### src/rtl/mips_alu_control_fsm.sv
// Multicycle ALU control sequencer: DECODE/EXEC/MEM/MD_WAIT/WB, then a one-cycle done pulse.
// Latency accept->done: 2 (BEQ/J), 3 (ALU), 2+MD_CYCLES (MUL/DIV), 3+w (SW) / 4+w (LW).
// Backpressure: instr_ready only in IDLE; MEM holds its strobe until mem_ready, with no timeout.
module mips_alu_control_fsm #(
  parameter int MD_CYCLES = 4,
  parameter int CNT_W     = 3
) (
  input  logic       clk,
  input  logic       rst_n,
  input  logic       instr_valid,
  output logic       instr_ready,
  input  logic [5:0] opcode,
  input  logic [5:0] funct,
  input  logic       alu_zero,
  input  logic       mem_ready,
  output logic [2:0] alu_op,
  output logic       alu_src_imm,
  output logic       mem_read,
  output logic       mem_write,
  output logic       reg_write,
  output logic       reg_dst_rd,
  output logic       mem_to_reg,
  output logic       hilo_write,
  output logic       pc_write,
  output logic       branch_taken,
  output logic       done,
  output logic       illegal_op,
  output logic       busy
);

  typedef enum logic [2:0] {
    S_IDLE, S_DECODE, S_EXEC, S_MEM, S_MD_WAIT, S_WB
  } state_t;

  // Instruction class, resolved once at accept so later states only look at a flop.
  typedef enum logic [3:0] {
    C_ADD, C_SUB, C_MUL, C_DIV, C_LW, C_SW, C_BEQ, C_J, C_ADDI, C_ILL
  } cls_t;

  localparam logic [CNT_W-1:0] CNT_LOAD = CNT_W'(MD_CYCLES - 1);

  state_t           state_q, state_d;
  cls_t             cls_q, cls_d;
  logic [CNT_W-1:0] cnt_q, cnt_d;
  logic             accept;

  function automatic cls_t decode_cls(input logic [5:0] op, input logic [5:0] fn);
    cls_t c;
    c = C_ILL;
    case (op)
      6'h00: begin
        case (fn)
          6'h20:   c = C_ADD;
          6'h22:   c = C_SUB;
          6'h18:   c = C_MUL;
          6'h1A:   c = C_DIV;
          default: c = C_ILL;
        endcase
      end
      6'h23:   c = C_LW;
      6'h2B:   c = C_SW;
      6'h04:   c = C_BEQ;
      6'h02:   c = C_J;
      6'h08:   c = C_ADDI;
      default: c = C_ILL;
    endcase
    return c;
  endfunction

  function automatic logic [2:0] alu_code(input cls_t c);
    logic [2:0] a;
    case (c)
      C_SUB:   a = 3'b001;
      C_MUL:   a = 3'b010;
      C_DIV:   a = 3'b011;
      C_LW:    a = 3'b100;
      C_SW:    a = 3'b101;
      C_BEQ:   a = 3'b110;
      C_J:     a = 3'b111;
      default: a = 3'b000;  // ADD, ADDI, and illegal (no operation issued)
    endcase
    return a;
  endfunction

  // Gated with rst_n so the fetch side sees no acceptance while reset is held.
  assign instr_ready = (state_q == S_IDLE) && rst_n;
  assign accept      = instr_valid && instr_ready;

  // State, latched class and MUL/DIV counter registers.
  always_ff @(posedge clk or negedge rst_n) begin
    if (!rst_n) begin
      state_q <= S_IDLE;
      cls_q   <= C_ADD;
      cnt_q   <= '0;
    end else begin
      state_q <= state_d;
      cls_q   <= cls_d;
      cnt_q   <= cnt_d;
    end
  end

  // Next-state and strobe decode from registered state and latched class.
  always_comb begin
    state_d      = state_q;
    cls_d        = cls_q;
    cnt_d        = cnt_q;
    alu_op       = 3'b000;
    alu_src_imm  = 1'b0;
    mem_read     = 1'b0;
    mem_write    = 1'b0;
    reg_write    = 1'b0;
    reg_dst_rd   = 1'b0;
    mem_to_reg   = 1'b0;
    hilo_write   = 1'b0;
    pc_write     = 1'b0;
    branch_taken = 1'b0;
    done         = 1'b0;
    illegal_op   = 1'b0;
    busy         = (state_q != S_IDLE);

    if (state_q != S_IDLE) begin
      alu_op      = alu_code(cls_q);
      alu_src_imm = (cls_q == C_ADDI) || (cls_q == C_LW) || (cls_q == C_SW);
    end

    case (state_q)
      S_IDLE: begin
        if (accept) begin
          cls_d   = decode_cls(opcode, funct);
          state_d = S_DECODE;
        end
      end
      S_DECODE: begin
        if (cls_q == C_ILL) begin
          illegal_op = 1'b1;
          state_d    = S_IDLE;
        end else begin
          state_d = S_EXEC;
        end
      end
      S_EXEC: begin
        case (cls_q)
          C_MUL, C_DIV: begin
            cnt_d   = CNT_LOAD;
            state_d = S_MD_WAIT;
          end
          C_LW, C_SW: state_d = S_MEM;
          C_BEQ: begin
            branch_taken = alu_zero;
            done         = 1'b1;
            state_d      = S_IDLE;
          end
          C_J: begin
            pc_write = 1'b1;
            done     = 1'b1;
            state_d  = S_IDLE;
          end
          default: state_d = S_WB;
        endcase
      end
      S_MEM: begin
        mem_read  = (cls_q == C_LW);
        mem_write = (cls_q == C_SW);
        if (mem_ready) begin
          if (cls_q == C_SW) begin
            done    = 1'b1;
            state_d = S_IDLE;
          end else begin
            state_d = S_WB;
          end
        end
      end
      S_MD_WAIT: begin
        if (cnt_q == '0) begin
          hilo_write = 1'b1;
          done       = 1'b1;
          state_d    = S_IDLE;
        end else begin
          cnt_d = cnt_q - 1'b1;
        end
      end
      S_WB: begin
        reg_write  = 1'b1;
        reg_dst_rd = (cls_q == C_ADD) || (cls_q == C_SUB);
        mem_to_reg = (cls_q == C_LW);
        done       = 1'b1;
        state_d    = S_IDLE;
      end
      default: state_d = S_IDLE;
    endcase
  end

endmodule

### config.mk
export PLATFORM = sky130hd
export DESIGN_NAME = mips_alu_control_fsm
export DESIGN_NICKNAME = d
export VERILOG_FILES = /design/src/rtl/mips_alu_control_fsm.sv
export SDC_FILE = /design/constraint.sdc
export NUM_CORES = 1
export LEC_CHECK = 0
export CAP_MARGIN = 10
export CORE_MARGIN = 2
export CORE_UTILIZATION = 41
export CTS_BUF_LIST = sky130_fd_sc_hd__clkbuf_8
export DETAILED_ROUTE_END_ITERATION = 8
export MAX_ROUTING_LAYER = met4
export PLACE_DENSITY_LB_ADDON = 0.08
export SLEW_MARGIN = 30
export SYNTH_ARGS = -nofsm -noshare
export SYNTH_HDL_FRONTEND = slang
export SYNTH_SLANG_ARGS = --single-unit
### constraint.sdc
create_clock -name clk -period 1.6 [get_ports clk]
set_input_delay 0.32 -clock clk [delete_from_list [all_inputs] [get_ports clk]]
set_output_delay 0.32 -clock clk [all_outputs]
set_load 0.005 [all_outputs]
==> run metrics <==
f_max=495 MHz; Hold Crit Class=input port to asynchronous set/reset pin; H-tree depth=1; Clock Skew=7.59 ps; Clock Path Buffers=2; clock period minus worst slack=2020 ps; Synth Flop Type=dfrtp_1; Synth Area in Adders=6.59%; Max Slew Vio Count=0; clock slew at reported path FFs=60 ps; top-count cell post-synth=nor2_1; syn nets=140; Compound-Gate Fraction of Synth Area=19.1%; Core Area=2150 um2; antenna viol nets, final=0; Seq/Total Area, Yosys=27.5%; Hold Fails Final Rpt=0; post-synth cell types=37; Most common cell on crit path=buf_4; worst slew pin tran=472 ps; pwr/cell area=1830 nW/um2; dpl hpwl=2200 um; mux cell area share after synthesis=1.24%; power share of the combinational group=77.5%; clock latency on the worst-skew pair=240 ps; vias per cell=6.54; Antenna Diode Count=0; YS warnings=0; area of the die=2610 um2; gpl congestion=0.829; WL per Instance=24.1 um; Multi-input gate area=781 um2; sequential power share=13.6%; antenna violations before repair=0; Crit Path Max Fanout=4; number of fillers in the final layout=66; dpl ws=-329 ps; Commonest cells post-synth=nor2_1 (12), inv_1 (11), dfrtp_1 (10), nor4_1 (8), nand2b_1 (7); Worst Reg2Reg Path Length in Cells=9; FF-to-FF End=state_q[2]$_DFFE_PN0P_; nature of the critical path endpoint=output pin; met3 Track Usage GR=4.97%; largest net degree at the start of global routing=7; global route overflow=0; Synth area leaders=dfrtp_1 (27%), ha_1 (5.5%), nor4_1 (5.5%); Iteration-0 DRC Markers=146; first-pass GRT wire length=6150 um; Worst slew margin=68.2%; DR vias=1616; failing checks=negative setup slack; clk sinks=10; worst vdd ir=1.41 mV; status=finished with violations; crit share post-route=126%; die height=51.1 um; Post-synth EDFFs=0; I/O pin count=33; RSZ-0062 raised after global routing=yes; gate count of the mapped netlist=119; leading area contributor after synthesis=dfrtp_1; final wirelength=5950 um; critical path's slowest cell=dfrtp_2; startpoint types=flop; number of port buffers=32; net switching power figure=1.61 mW; drt first pass iters=7; internal power=2.09 mW; most used routing layer=met2; LEAKAGE=0.918 nW; num rows=17; crit path launch=state_q[0]$_DFFE_PN0P_; Post-Synth Simple-Gate Area=37.9%; FF+latch count, synth=10; register area=254 um2; CP required=1280 ps; CTS tree=done; clock network fraction of total power=8.9%; Post-Syn Area per Cell=7.65 um2; R2R Setup Slk=-380 ps; maxcap violations=0; vias in the first global route=1344; Initial Utilization=42.4%; slowest stage delay, CP=420 ps; kind of critical path=flop to output pin; reg-to-reg startpoint=state_q[2]$_DFFE_PN0P_; top cell type's share of synthesized area=27.5%; share of cells above drive strength 1=57.1%; Chip Width=51.1 um; post-synthesis async set-or-reset flop share=100%; worst setup margin=-420 ps; CTS buffer count=3; Synth Area in XOR/XNOR=0%; Data arrival, critical path=1700 ps; Hold Slack=521 ps; DRC violations left=0; Root Buffer=clkbuf_8; Post-layout nets=241; met1 Usage GRT=34.6%; met2 Use GR=58.4%; worst-path cell chain=buf_4 > buf_6 > buf_4 > nand2b_1 > nor4_2 > buf_2; GRT Overall Usage=32.2%; Synth-to-Final Area Change=122%; # setup viols final=26; Net Sw Frac=43.6%; largest family of logic cells by synthesized area=simple AND/OR/NAND/NOR gates; Post-Syn Area=911 um2
## layer usage
metal,up-vias,share of wire (%)
li1,644,-
met1,723,32
met2,184,45
met3,65,13
met4,0,9.9
met5,-,0
## how the worst max path moves through the flow
| stage | to | slack, ps |
|---|---|---|
| 2_1_floorplan | state_q[2]$_DFFE_PN0P_ | 120 |
| 3_3_place_gp | branch_taken | -260 |
| 3_5_place_dp | branch_taken | -330 |
| 4_1_cts | done | -230 |
| 5_1_grt | done | -470 |
| 6_report | illegal_op | -420 |
## power by group through the flow
stage,Clock [mW],Sequential (mW),Combinational [mW]
after floorplan,0,0.430,0.686
after global placement,0,0.454,1.36
after detailed placement,0,0.469,1.40
after CTS,0.316,0.477,2.03
after global routing,0.346,0.501,2.94
final,0.328,0.504,2.86
## cells in the final DEF, fill, tap and decap left out, drive strengths merged, types with 2 or more instances in the layout
master and n:
buf 84, clkdlybuf4s50 16, nor2 12, inv 11, dfrtp 10, nor4 8
nand2b 7, o21ai 7, nor3 7, nand2 6, a21oi 5, a31oi 5
clkbuf 5, ha 4, o211ai 3, nand3b 3, and3 3, nor3b 3
o22ai 2, nand4 2, nand3 2, and2 2, or2 2
## per-stage QoR
stage | utilization, % | cells | TNS, ps | area [um2] | power (mW)
4_1_cts | 85.4 | 237 | -1610 | 1840 | 2.82
5_1_grt | 94.2 | 247 | -6700 | 2020 | 3.79
3_5_place_dp | 70.2 | 210 | -3430 | 1510 | 1.87
3_3_place_gp | 70.2 | 210 | -2890 | 1510 | 1.82
6_report | 94.2 | 247 | -5510 | 2020 | 3.70
2_1_floorplan | - | 119 | 0 | 911 | 1.12
## state kept, by name, summed over array words and instances, names as in the netlist
signal   cells
cls_q        4
cnt_q        3
state_q      3
## logic make-up (layout without fill, tap and decap cells)
logic type,after synthesis,in the layout
flops,10,10
buf+inv,16,116
mux,1,1
compound gates,27,27
fa+ha+maj,5,5
simple gates,60,60
## worst max-delay path: cells and delay by family (launching register included)
kind	cells	cell delay (ps)
flops	1	420
simple gates	2	470
buf+inv	4	580
## repair_timing
item                                    in CTS  in global routing
resized for setup                          103                 25
hold buffers                                 0                  0
gates cloned                                 0                  0
pin swaps                                   21                 17
setup buffers                               24                 11
endpoints found under the setup margin      18                 26
hold endpoints to repair                     0                  0
## final cells by class
| cell class | instances | share of cell area (%) |
|---|---|---|
| Multi-Input combinational cell | 93 | 38.6 |
| Clock buffer | 4 | 2.72 |
| Timing Repair Buffer | 101 | 42.4 |
| Inverter | 11 | 2.04 |
| Tap cell | 28 | 1.73 |
| Sequential cell | 10 | 12.6 |
No activity file was read; power rests on OpenSTA's default activity.
